### src/rtl/adc_serial_pkg.sv
// adc_serial_pkg: definitions shared by the serial ADC responder and the ADC
// reader that talks to it.
//   SAMPLE_WIDTH - data bits per frame
//   LEAD_ZEROS   - zero bits shifted out ahead of the data
//   FRAME_BITS   - total bits per chip-select frame
//   CNT_W        - width of a counter that can hold FRAME_BITS-1
//   adc_state_t  - responder frame state
package adc_serial_pkg;

    localparam int SAMPLE_WIDTH = 12;
    localparam int LEAD_ZEROS   = 4;
    localparam int FRAME_BITS   = LEAD_ZEROS + SAMPLE_WIDTH;
    localparam int CNT_W        = $clog2(FRAME_BITS);

    typedef enum logic [1:0] {
        ST_IDLE  = 2'd0,
        ST_SHIFT = 2'd1,
        ST_TAIL  = 2'd2
    } adc_state_t;

endpackage

### src/rtl/sync_edge.sv
// sync_edge: STAGES-deep synchroniser for an asynchronous input, with
// rise/fall pulses derived from the last stage and one further registered copy.
//   i_clk    - system clock
//   i_reset  - synchronous, active-high; all flops load RST_VAL
//   i_async  - asynchronous input
//   o_rise   - one-cycle pulse on a synchronised 0->1 transition
//   o_fall   - one-cycle pulse on a synchronised 1->0 transition
module sync_edge #(
    parameter int   STAGES  = 2,
    parameter logic RST_VAL = 1'b1
) (
    input  logic i_clk,
    input  logic i_reset,
    input  logic i_async,
    output logic o_rise,
    output logic o_fall
);

    logic [STAGES-1:0] r_sync;
    logic              r_prev;

    // Resetting to the idle level keeps a reset from looking like an edge.
    always_ff @(posedge i_clk) begin
        if (i_reset) begin
            r_sync <= {STAGES{RST_VAL}};
            r_prev <= RST_VAL;
        end else begin
            r_sync <= {r_sync[STAGES-2:0], i_async};
            r_prev <= r_sync[STAGES-1];
        end
    end

    assign o_rise =  r_sync[STAGES-1] & ~r_prev;
    assign o_fall = ~r_sync[STAGES-1] &  r_prev;

endmodule

### src/rtl/adc_serial_responder.sv
// adc_serial_responder: responder end of a 3-wire serial ADC link, emulating a
// 12-bit AD7476-style converter. Each chip-select frame shifts out LEAD_ZEROS
// zeros followed by one sample, MSB first, advancing on adc_clk falling edges.
//   i_clk, i_reset        - system clock (>= 8x adc_clk), sync active-high reset
//   i_adc_clk, i_adc_cs   - asynchronous serial clock (idles high) / CS (active low)
//   o_adc_sd, o_adc_sd_oe - serial data and its tristate enable
//   i_sample_data/valid, o_sample_ready - 1-deep sample holding register
//   o_frame_done          - pulse when all FRAME_BITS have been shifted
//   o_frame_abort         - pulse when CS rises mid-frame
//   o_underrun            - sticky: a frame started with no sample held
module adc_serial_responder
    import adc_serial_pkg::*;
#(
    parameter int SYNC_STAGES = 2
) (
    input  logic                    i_clk,
    input  logic                    i_reset,
    input  logic                    i_adc_clk,
    input  logic                    i_adc_cs,
    output logic                    o_adc_sd,
    output logic                    o_adc_sd_oe,
    input  logic [SAMPLE_WIDTH-1:0] i_sample_data,
    input  logic                    i_sample_valid,
    output logic                    o_sample_ready,
    output logic                    o_frame_done,
    output logic                    o_frame_abort,
    output logic                    o_underrun
);

    adc_state_t                r_state, w_state_nxt;
    logic [FRAME_BITS-1:0]     r_shift, w_shift_nxt;
    logic [CNT_W-1:0]          r_cnt, w_cnt_nxt;
    logic                      r_sd, w_sd_nxt;
    logic                      r_oe, w_oe_nxt;
    logic [SAMPLE_WIDTH-1:0]   r_hold;
    logic                      r_hold_vld;
    logic [SAMPLE_WIDTH-1:0]   r_last, w_last_nxt;
    logic                      r_underrun, w_underrun_nxt;
    logic                      r_done, w_done_nxt;
    logic                      r_abort, w_abort_nxt;
    logic                      w_consume;
    logic                      w_load;
    logic [SAMPLE_WIDTH-1:0]   w_pick;
    logic                      w_clk_fall;
    logic                      w_cs_rise, w_cs_fall;

    sync_edge #(.STAGES(SYNC_STAGES), .RST_VAL(1'b1)) u_sync_clk (
        .i_clk   (i_clk),
        .i_reset (i_reset),
        .i_async (i_adc_clk),
        .o_rise  (),
        .o_fall  (w_clk_fall)
    );

    sync_edge #(.STAGES(SYNC_STAGES), .RST_VAL(1'b1)) u_sync_cs (
        .i_clk   (i_clk),
        .i_reset (i_reset),
        .i_async (i_adc_cs),
        .o_rise  (w_cs_rise),
        .o_fall  (w_cs_fall)
    );

    assign w_load = i_sample_valid && !r_hold_vld;
    // With nothing held, the previous sample is resent (underrun).
    assign w_pick = r_hold_vld ? r_hold : r_last;

    always_comb begin
        w_state_nxt    = r_state;
        w_shift_nxt    = r_shift;
        w_cnt_nxt      = r_cnt;
        w_sd_nxt       = r_sd;
        w_oe_nxt       = r_oe;
        w_last_nxt     = r_last;
        w_underrun_nxt = r_underrun;
        w_done_nxt     = 1'b0;
        w_abort_nxt    = 1'b0;
        w_consume      = 1'b0;
        case (r_state)
            ST_IDLE: begin
                w_sd_nxt = 1'b0;
                w_oe_nxt = 1'b0;
                // adc_clk is deliberately ignored here, including an edge
                // coinciding with the CS fall.
                if (w_cs_fall) begin
                    w_consume      = r_hold_vld;
                    w_underrun_nxt = r_underrun | ~r_hold_vld;
                    w_last_nxt     = w_pick;
                    w_shift_nxt    = {{LEAD_ZEROS{1'b0}}, w_pick};
                    w_sd_nxt       = w_shift_nxt[FRAME_BITS-1];
                    w_oe_nxt       = 1'b1;
                    w_cnt_nxt      = CNT_W'(FRAME_BITS - 1);
                    w_state_nxt    = ST_SHIFT;
                end
            end
            ST_SHIFT: begin
                if (w_cs_rise) begin
                    w_state_nxt = ST_IDLE;
                    w_sd_nxt    = 1'b0;
                    w_oe_nxt    = 1'b0;
                    w_abort_nxt = 1'b1;
                end else if (w_clk_fall) begin
                    if (r_cnt == '0) begin
                        w_state_nxt = ST_TAIL;
                        w_sd_nxt    = 1'b0;
                        w_done_nxt  = 1'b1;
                    end else begin
                        w_shift_nxt = {r_shift[FRAME_BITS-2:0], 1'b0};
                        w_sd_nxt    = r_shift[FRAME_BITS-2];
                        w_cnt_nxt   = r_cnt - CNT_W'(1);
                    end
                end
            end
            ST_TAIL: begin
                w_sd_nxt = 1'b0;
                if (w_cs_rise) begin
                    w_state_nxt = ST_IDLE;
                    w_oe_nxt    = 1'b0;
                end
            end
            default: begin
                w_state_nxt = ST_IDLE;
                w_sd_nxt    = 1'b0;
                w_oe_nxt    = 1'b0;
            end
        endcase
    end

    always_ff @(posedge i_clk) begin
        if (i_reset) begin
            r_state    <= ST_IDLE;
            r_shift    <= '0;
            r_cnt      <= '0;
            r_sd       <= 1'b0;
            r_oe       <= 1'b0;
            r_hold     <= '0;
            r_hold_vld <= 1'b0;
            r_last     <= '0;
            r_underrun <= 1'b0;
            r_done     <= 1'b0;
            r_abort    <= 1'b0;
        end else begin
            r_state    <= w_state_nxt;
            r_shift    <= w_shift_nxt;
            r_cnt      <= w_cnt_nxt;
            r_sd       <= w_sd_nxt;
            r_oe       <= w_oe_nxt;
            r_last     <= w_last_nxt;
            r_underrun <= w_underrun_nxt;
            r_done     <= w_done_nxt;
            r_abort    <= w_abort_nxt;
            // A load can only coincide with an underrun frame start (register
            // empty); the frame takes the last sample and the new one stays.
            if (w_load) begin
                r_hold     <= i_sample_data;
                r_hold_vld <= 1'b1;
            end else if (w_consume) begin
                r_hold_vld <= 1'b0;
            end
        end
    end

    assign o_adc_sd       = r_sd;
    assign o_adc_sd_oe    = r_oe;
    assign o_sample_ready = ~r_hold_vld;
    assign o_frame_done   = r_done;
    assign o_frame_abort  = r_abort;
    assign o_underrun     = r_underrun;

endmodule

### config.mk
export PLATFORM = sky130hd
export DESIGN_NAME = adc_serial_responder
export DESIGN_NICKNAME = d
export VERILOG_FILES = /design/src/rtl/adc_serial_pkg.sv /design/src/rtl/sync_edge.sv /design/src/rtl/adc_serial_responder.sv
export SDC_FILE = /design/constraint.sdc
export NUM_CORES = 1
export LEC_CHECK = 0
export BUFFER_PORTS_ARGS = -buffer_cell sky130_fd_sc_hd__buf_2
export CAP_MARGIN = 30
export CORE_MARGIN = 2
export CORE_UTILIZATION = 55
export CTS_BUF_LIST = sky130_fd_sc_hd__clkbuf_2
export DETAILED_ROUTE_END_ITERATION = 10
export HOLD_SLACK_MARGIN = 0.05
export PLACE_DENSITY = 0.77
export SETUP_SLACK_MARGIN = 0.1
export SLEW_MARGIN = 40
export SYNTH_ARGS = -nofsm -noshare
export SYNTH_HDL_FRONTEND = slang
export SYNTH_SLANG_ARGS = --single-unit
### constraint.sdc
create_clock -name i_clk -period 1.7 [get_ports i_clk]
set_clock_uncertainty 0.1 [all_clocks]
set_input_delay 0.34 -clock i_clk [delete_from_list [all_inputs] [get_ports i_clk]]
set_output_delay 0.34 -clock i_clk [all_outputs]
set_load 0.05 [all_outputs]
==> flow_summary_export.csv, run 1 <==
group,metric,value,unit
clock_network,cts_sinks,57,
clock_network,cts_tree,"done",
floorplan,rows,24,
worst_hold_path,hold_path_class,"input port to register",
synthesis,syn_area_per_cell,9.11,um2
synthesis,synthSimpleGateAreaFrac,17.2,%
sta,report.final.slew_viol_count,0,
placement,globalplace.congestion,0.822,
floorplan,ioPinCount,23,
floorplan,chipWidth,72.5,um
sta,final-setup-viol-count,12,
detailed_routing,routed_wirelength,5840,um
sta,tightest_slew,0.468,ns
synthesis,yosys_warns,0,
clock_network,ctsLongestPathBuffers,2,
clock_network,cts-root-buf,"clkbuf_2",
global_route,maximum_number_of_pins_on_one_net_before_global_route_repair,31,
synthesis,synthArstFlopShare,0,%
global_route,grt_util_all_layers,24.2,%
detailed_routing,avgViaCountPerCell,5.79,
placement,place.detailed.hpwl,3410,um
setup_path,worstSetupStartpointType,"register",
sta,final.hold.worst_slack,0.172,ns
global_route,first_global_vias,2172,
power,worst_ir_drop_vdd,607,uV
synthesis,synthDominantCellAreaShare,44.3,%
synthesis,synth_largest_area_cell,"dfxtp_1",
global_route,grt-busiest-layer,"met2",
setup_path,worst_r2r_path_depth,7,
floorplan,initial_core_utilization,58.0,%
clock_network,numCtsBuffers,9,
floorplan,die_area,5250,um2
power,cellPowerDensity,862,nW/um2
synthesis,syn_inst,283,
setup_path,reg2reg_setup_slack,-0.03,ns
run_status,violated_checks,"setup timing",
sta,crit_path_time_final,1.73,ns
setup_path,crit_end,"r_cnt[1]$_SDFFE_PP0P_",
finish,final-instance-count-excl-fill,387,
finish,insertedDiodeCount,0,
finish,total_number_of_nets_in_the_final_design,351,
synthesis,synth_compound_area_share,25.1,%
clock_network,ctsHtreeMaxLevel,3,
global_route,groute.layer.met2.usage,38.4,%
detailed_routing,avgRoutedWirePerCell,15.1,um
finish,layout_common_cells,"dfxtp_1 (52), nand2_1 (45), a21oi_1 (23)",
finish,drive_above_1_share,31.3,%
global_route,grt-ovfl-total,0,
global_route,met1_use_gr,31.8,%
detailed_routing,drcViolationCount,0,
setup_path,worst_setup_path_end_kind,"register",
setup_path,r2r_end,"r_cnt[1]$_SDFFE_PP0P_",
synthesis,post_synth_fa_ha_maj_area_fraction,1.94,%
synthesis,number_of_enable_type_register_cells_in_the_synthesized_netlist,0,
sta,post-route-worst-setup-slack,-0.0348,ns
sta,fmaxAchievable,0.576,GHz
synthesis,ys_ff_latch,57,
finish,final_cell_area,3160,um2
synthesis,synth_top_family_by_area,"compound AO/OA/AOI/OAI gates",
finish,layout-area-overhead-vs-synth,22.5,%
setup_path,worst_setup_path_class,"register to register",
sta,period_share,102,%
detailed_routing,ant_nets,0,
finish,mostFrequentLayoutCell,"dfxtp_1",
setup_path,worstReg2RegStart,"r_state[0]$_SDFFE_PP0P_",
synthesis,synth-main-ff-cell,"dfxtp_1",
setup_path,worst_setup_path_startpoint,"r_state[0]$_SDFFE_PP0P_",
run,max_cap_viol_count,0,
placement,placedCellCount,352,
synthesis,syn_nets,304,
setup_path,required,1.95,ns
detailed_routing,via_count,2240,
detailed_routing,drt_first_pass_iters,5,
synthesis,synth.cell_area,2580,um2
synthesis,post_synthesis_xor_xnor_area_fraction,0,%
setup_path,timing.critical_path.arrival,1.98,ns
synthesis,yosysSeqAreaShare,44.3,%
synthesis,synth_area_leaders,"dfxtp_1 (44%), nand2_1 (6.6%), mux2i_1 (4.7%), a21oi_1 (4.5%), o211ai_1 (3.5%)",
sta,report.final.hold_viol_count,0,
power,p_leak,0.00123,uW
global_route,initial_antenna_violation_count,0,
run_status,status,"complete, but fails checks",
floorplan,design.core.area,4440,um2
setup_path,worstPathMaxFanout,9,
global_route,grt_first_pass_wirelength,9870,um
global_route,globalRouteMet3Util,5.69,%
synthesis,yosys-mux-area-fraction,5.09,%
floorplan,floorplan.die.height,72.5,um
clock_network,clk-insertion-delay-late,0.46,ns
placement,buffer_ports.inserted,22,
placement,postPlaceCellArea,2790,um2
sta,slew_headroom,68.6,%
detailed_routing,drt_iter0_drc,126,
clock_network,clkTransAtPathRegs,0.16,ns
synthesis,yosys.cell_types.count,49,
sta,rsz_0062_raised_after_global_routing,"true",
[metal layers]
layer	wire, um	up-vias	share of wire (%)
met4	100	0	1.7
met5	0	-	0
met1	2740	1047	47
met2	2730	64	47
met3	257	11	4.4
li1	-	1118	-
[critical path: stages (launching register included)]
cell and delay, ns:
dfxtp_4 0.41, inv_4 0.04, ha_4 0.18, and3b_2 0.24
o211a_1 0.19, buf_4 0.17, o31ai_1 0.24, a31oi_1 0.06
[report_power, final]
part	total, uW	switching, uW	leakage [uW]	internal (uW)
logic	472	263	0.000695	210
registers	1440	41.5	0.000467	1390
clock network	814	478	0.0000684	337
[metrics by stage]
step	power, uW	setup slack, ns	util [%]	TNS (ns)
6_report	2720	-0.0348	71.1	-0.135
5_1_grt	2830	-0.109	71.1	-1.49
3_3_place_gp	1840	0.0173	62.8	0
2_1_floorplan	1750	-0.0883	-	-0.408
4_1_cts	2710	-0.0123	70.1	-0.0266
3_5_place_dp	1850	-0.0241	62.8	-0.0987
[worst min-delay path by stage]
stage / start / to / slack [ns] / cells after the start
2_1_floorplan: u_sync_clk.r_sync[0]$_SDFF_PP1_ / u_sync_clk.r_sync[1]$_SDFF_PP1_ / 0.29 / 1
3_3_place_gp: u_sync_clk.r_sync[0]$_SDFF_PP1_ / u_sync_clk.r_sync[1]$_SDFF_PP1_ / 0.29 / 1
3_5_place_dp: u_sync_clk.r_sync[0]$_SDFF_PP1_ / u_sync_clk.r_sync[1]$_SDFF_PP1_ / 0.30 / 1
4_1_cts: i_reset / r_hold[9]$_SDFFE_PP0P_ / 0.16 / 3
5_1_grt: i_reset / r_last[0]$_SDFFE_PP0P_ / 0.17 / 3
6_report: i_reset / r_hold[9]$_SDFFE_PP0P_ / 0.17 / 3
[kinds of logic after synthesis]
logic type | Yosys count
simple gates | 91
compound gates | 86
flops | 57
buf+inv | 32
mux | 13
fa+ha+maj | 4
[cells in the mapped netlist, types with 2 or more instances]
master	n
a21oi_2	6
o211a_1	2
ha_1	4
clkbuf_1	8
buf_2	8
a21oi_1	23
nor3_1	3
buf_6	4
o221ai_1	5
buf_1	2
nand4_1	2
o211ai_1	12
nand3_1	3
inv_1	8
a211oi_1	11
or2_2	6
o21ai_0	7
a31oi_1	2
nor2_1	18
mux2i_1	12
o2111ai_1	3
nand2b_1	2
nand2_1	45
dfxtp_1	57
o221ai_2	6
[cell type report]
class	count	area (um2)
timing repair buffer	59	444
clock buffer	11	55.1
inverter	9	36.3
fill	319	1280
sequential	57	1150
clock inverter	5	46.3
tap	52	65.1
multi-input combinational	194	1360
[registers in the layout, summed over array words and instances (netlist names), 2 cells and up]
register / cells
r_shift: 15
r_hold: 12
r_last: 12
r_cnt: 4
r_state: 2
u_sync_clk.r_sync: 2
u_sync_cs.r_sync: 2
[what timing repair did]
action,in CTS,in global routing
resized for setup,16,12
pin swaps,10,5
endpoints found under the setup margin,22,36
buffers inserted,3,0
hold buffers,14,0
endpoints found under the hold margin,14,0
gates cloned,2,0
No activity file was read; power rests on OpenSTA's default activity.
==> run 2, diff against run 1 <==
--- a/config.mk
+++ b/config.mk
@@ -8,11 +8,10 @@
 export BUFFER_PORTS_ARGS = -buffer_cell sky130_fd_sc_hd__buf_2
 export CAP_MARGIN = 30
 export CORE_MARGIN = 2
-export CORE_UTILIZATION = 55
+export CORE_UTILIZATION = 37
 export CTS_BUF_LIST = sky130_fd_sc_hd__clkbuf_2
 export DETAILED_ROUTE_END_ITERATION = 10
 export HOLD_SLACK_MARGIN = 0.05
-export PLACE_DENSITY = 0.77
 export SETUP_SLACK_MARGIN = 0.1
 export SLEW_MARGIN = 40
 export SYNTH_ARGS = -nofsm -noshare
==> flow_summary_export.csv, run 2 (synthesis results as in run 1) <==
group,metric,value,unit
detailed_routing,drt_first_pass_iters,4,
setup_path,worstPathMaxFanout,6,
clock_network,clkTransAtPathRegs,0.16,ns
setup_path,reg2reg_setup_slack,0.02,ns
setup_path,required,1.96,ns
finish,regArea,1150,um2
floorplan,initial_core_utilization,38.2,%
run,max_cap_viol_count,0,
placement,globalplace.congestion,0.829,
placement,place.detailed.hpwl,3570,um
sta,report.final.slew_viol_count,0,
global_route,grt_util_all_layers,15.9,%
clock_network,ctsHtreeMaxLevel,3,
power,clkPwrFrac,30.4,%
floorplan,die_area,7650,um2
sta,slew_headroom,71.2,%
clock_network,cts-root-buf,"clkbuf_2",
detailed_routing,drcViolationCount,0,
global_route,initial_antenna_violation_count,0,
global_route,maximum_number_of_pins_on_one_net_before_global_route_repair,34,
setup_path,timing.critical_path.cells,"inv_2 -> ha_4 -> and3b_2 -> o211a_4 -> buf_6 -> o31ai_2 -> a31oi_1",
power,worst_ir_drop_vdd,545,uV
finish,fill_cells,647,
finish,layout_common_cells,"dfxtp_1 (52), nand2_1 (45), buf_4 (23)",
setup_path,path_buf_inv,2,
floorplan,floorplan.die.height,87.5,um
power,p_sw_share,29.4,%
detailed_routing,ant_nets,0,
sta,tightest_slew,0.431,ns
setup_path,critPathTopFamily,"compound AO/OA/AOI/OAI gates",
detailed_routing,via_count,2206,
detailed_routing,avgRoutedWirePerCell,13.6,um
power,post-layout-total-power,2800,uW
power,pwr-share-seq,51.1,%
global_route,grt_first_pass_wirelength,9690,um
setup_path,worstSetupStartpointType,"register",
finish,mostFrequentLayoutCell,"dfxtp_1",
clock_network,cts_tree,"done",
finish,total_number_of_nets_in_the_final_design,359,
floorplan,design.core.area,6760,um2
sta,rsz_0062_raised_after_global_routing,"true",
sta,final-setup-viol-count,0,
sta,fmaxAchievable,0.594,GHz
finish,drive_above_1_share,34.1,%
worst_hold_path,hold_path_class,"input port to register",
power,p_leak,0.00128,uW
finish,insertedDiodeCount,0,
sta,final.hold.worst_slack,0.172,ns
run_status,status,"finished clean",
setup_path,cp_slowest_stage_delay,0.40,ns
global_route,first_global_vias,2102,
finish,multi_input_gate_area_in_the_final_layout,1390,um2
floorplan,rows,30,
finish,layout-area-overhead-vs-synth,29.6,%
setup_path,worst_setup_path_end_kind,"register",
power,cellInternalPower,1980,uW
sta,crit_path_time_final,1.68,ns
setup_path,worstReg2RegStart,"r_state[0]$_SDFFE_PP0P_",
setup_path,timing.critical_path.arrival,1.94,ns
clock_network,ctsLongestPathBuffers,2,
finish,largest_registers,"r_shift x15, r_hold x12, r_last x12",
floorplan,chipWidth,87.5,um
power,combinationalPowerShare,18.5,%
detailed_routing,drt_iter0_drc,87,
setup_path,r2r_end,"r_cnt[1]$_SDFFE_PP0P_",
clock_network,numCtsBuffers,9,
setup_path,cpMaxStageDelayCell,"dfxtp_4",
placement,buffer_ports.inserted,22,
sta,tns,0,ns
worst_hold_path,whs_path_depth,4,
worst_hold_path,hold_path_startpoint,"i_sample_valid",
setup_path,worst_setup_path_class,"register to register",
placement,placedCellCount,382,
clock_network,clk-insertion-delay-late,0.47,ns
finish,largest_reg_flops,15,
global_route,grt-ovfl-total,0,
power,cellPowerDensity,838,nW/um2
finish,layout.core_utilization,49.5,%
worst_hold_path,hold-path-endpoint,"r_hold_vld$_SDFFE_PP0P_",
detailed_routing,avgViaCountPerCell,5.22,
setup_path,worst_r2r_path_depth,7,
detailed_routing,routed_wirelength,5770,um
sta,report.final.hold_viol_count,0,
finish,final-instance-count-excl-fill,423,
clock_network,cts_sinks,57,
finish,top_register,"r_shift",
sta,period_share,99.1,%
floorplan,ioPinCount,23,
power,power_switching,823,uW
[run 2: layer usage]
layer | GRT usage [%] | part of all wire (%)
met2 | 25.0 | 45
met4 | 8.39 | 2.7
met1 | 21.2 | 50
met5 | 0 | 0
met3 | 2.09 | 1.7
[run 2: power groups by stage]
stage | clock [uW] | combinational [uW] | sequential [uW]
detailed placement | 0 | 409 | 1460
finish | 850 | 519 | 1430
global route | 921 | 564 | 1440
CTS | 871 | 490 | 1430
floorplan | 0 | 289 | 1460
global placement | 0 | 408 | 1460
[run 2: worst min-delay path: stages]
cell and delay, ns:
buf_2 0.08, nor2b_1 0.17, a21oi_1 0.06, nor2_1 0.07
[run 2: how the worst max path moves through the flow]
stage	endpoint	cells past startpoint	slack (ns)	start
2_1_floorplan	r_cnt[1]$_SDFFE_PP0P_	10	-0.09	r_state[0]$_SDFFE_PP0P_
3_3_place_gp	r_cnt[1]$_SDFFE_PP0P_	7	-0.07	r_state[1]$_SDFFE_PP0P_
3_5_place_dp	r_cnt[1]$_SDFFE_PP0P_	7	-0.08	r_state[1]$_SDFFE_PP0P_
4_1_cts	r_cnt[1]$_SDFFE_PP0P_	7	0.03	r_state[0]$_SDFFE_PP0P_
5_1_grt	r_shift[3]$_SDFFE_PP0P_	7	-0.10	r_cnt[0]$_SDFFE_PP0P_
6_report	r_cnt[1]$_SDFFE_PP0P_	7	0.02	r_state[0]$_SDFFE_PP0P_
[run 2: final cells by class]
cell class                 instances  area share, %
clock inverter                     6           1.76
timing repair buffer              67           16.3
multi-input combinational        194           41.6
inverter                           9           1.46
clock buffer                      10           1.50
sequential                        57           34.4
tap                               80           2.99
[run 2: repair_timing]
| action | in CTS | in global routing |
|---|---|---|
| setup buffers | 8 | 2 |
| pin swaps | 2 | 2 |
| hold buffers | 15 | 0 |
| endpoints found under the setup margin | 22 | 34 |
| hold endpoints to repair | 16 | 0 |
| resized for setup | 24 | 14 |
[run 2: stage by stage]
| step | cell area [um2] | setup slack (ns) |
|---|---|---|
| floorplan | 2620 | -0.0883 |
| global placement | 2850 | -0.0691 |
| detailed placement | 2850 | -0.0821 |
| CTS | 3260 | 0.0293 |
| global route | 3340 | -0.102 |
| finish | 3340 | 0.0151 |
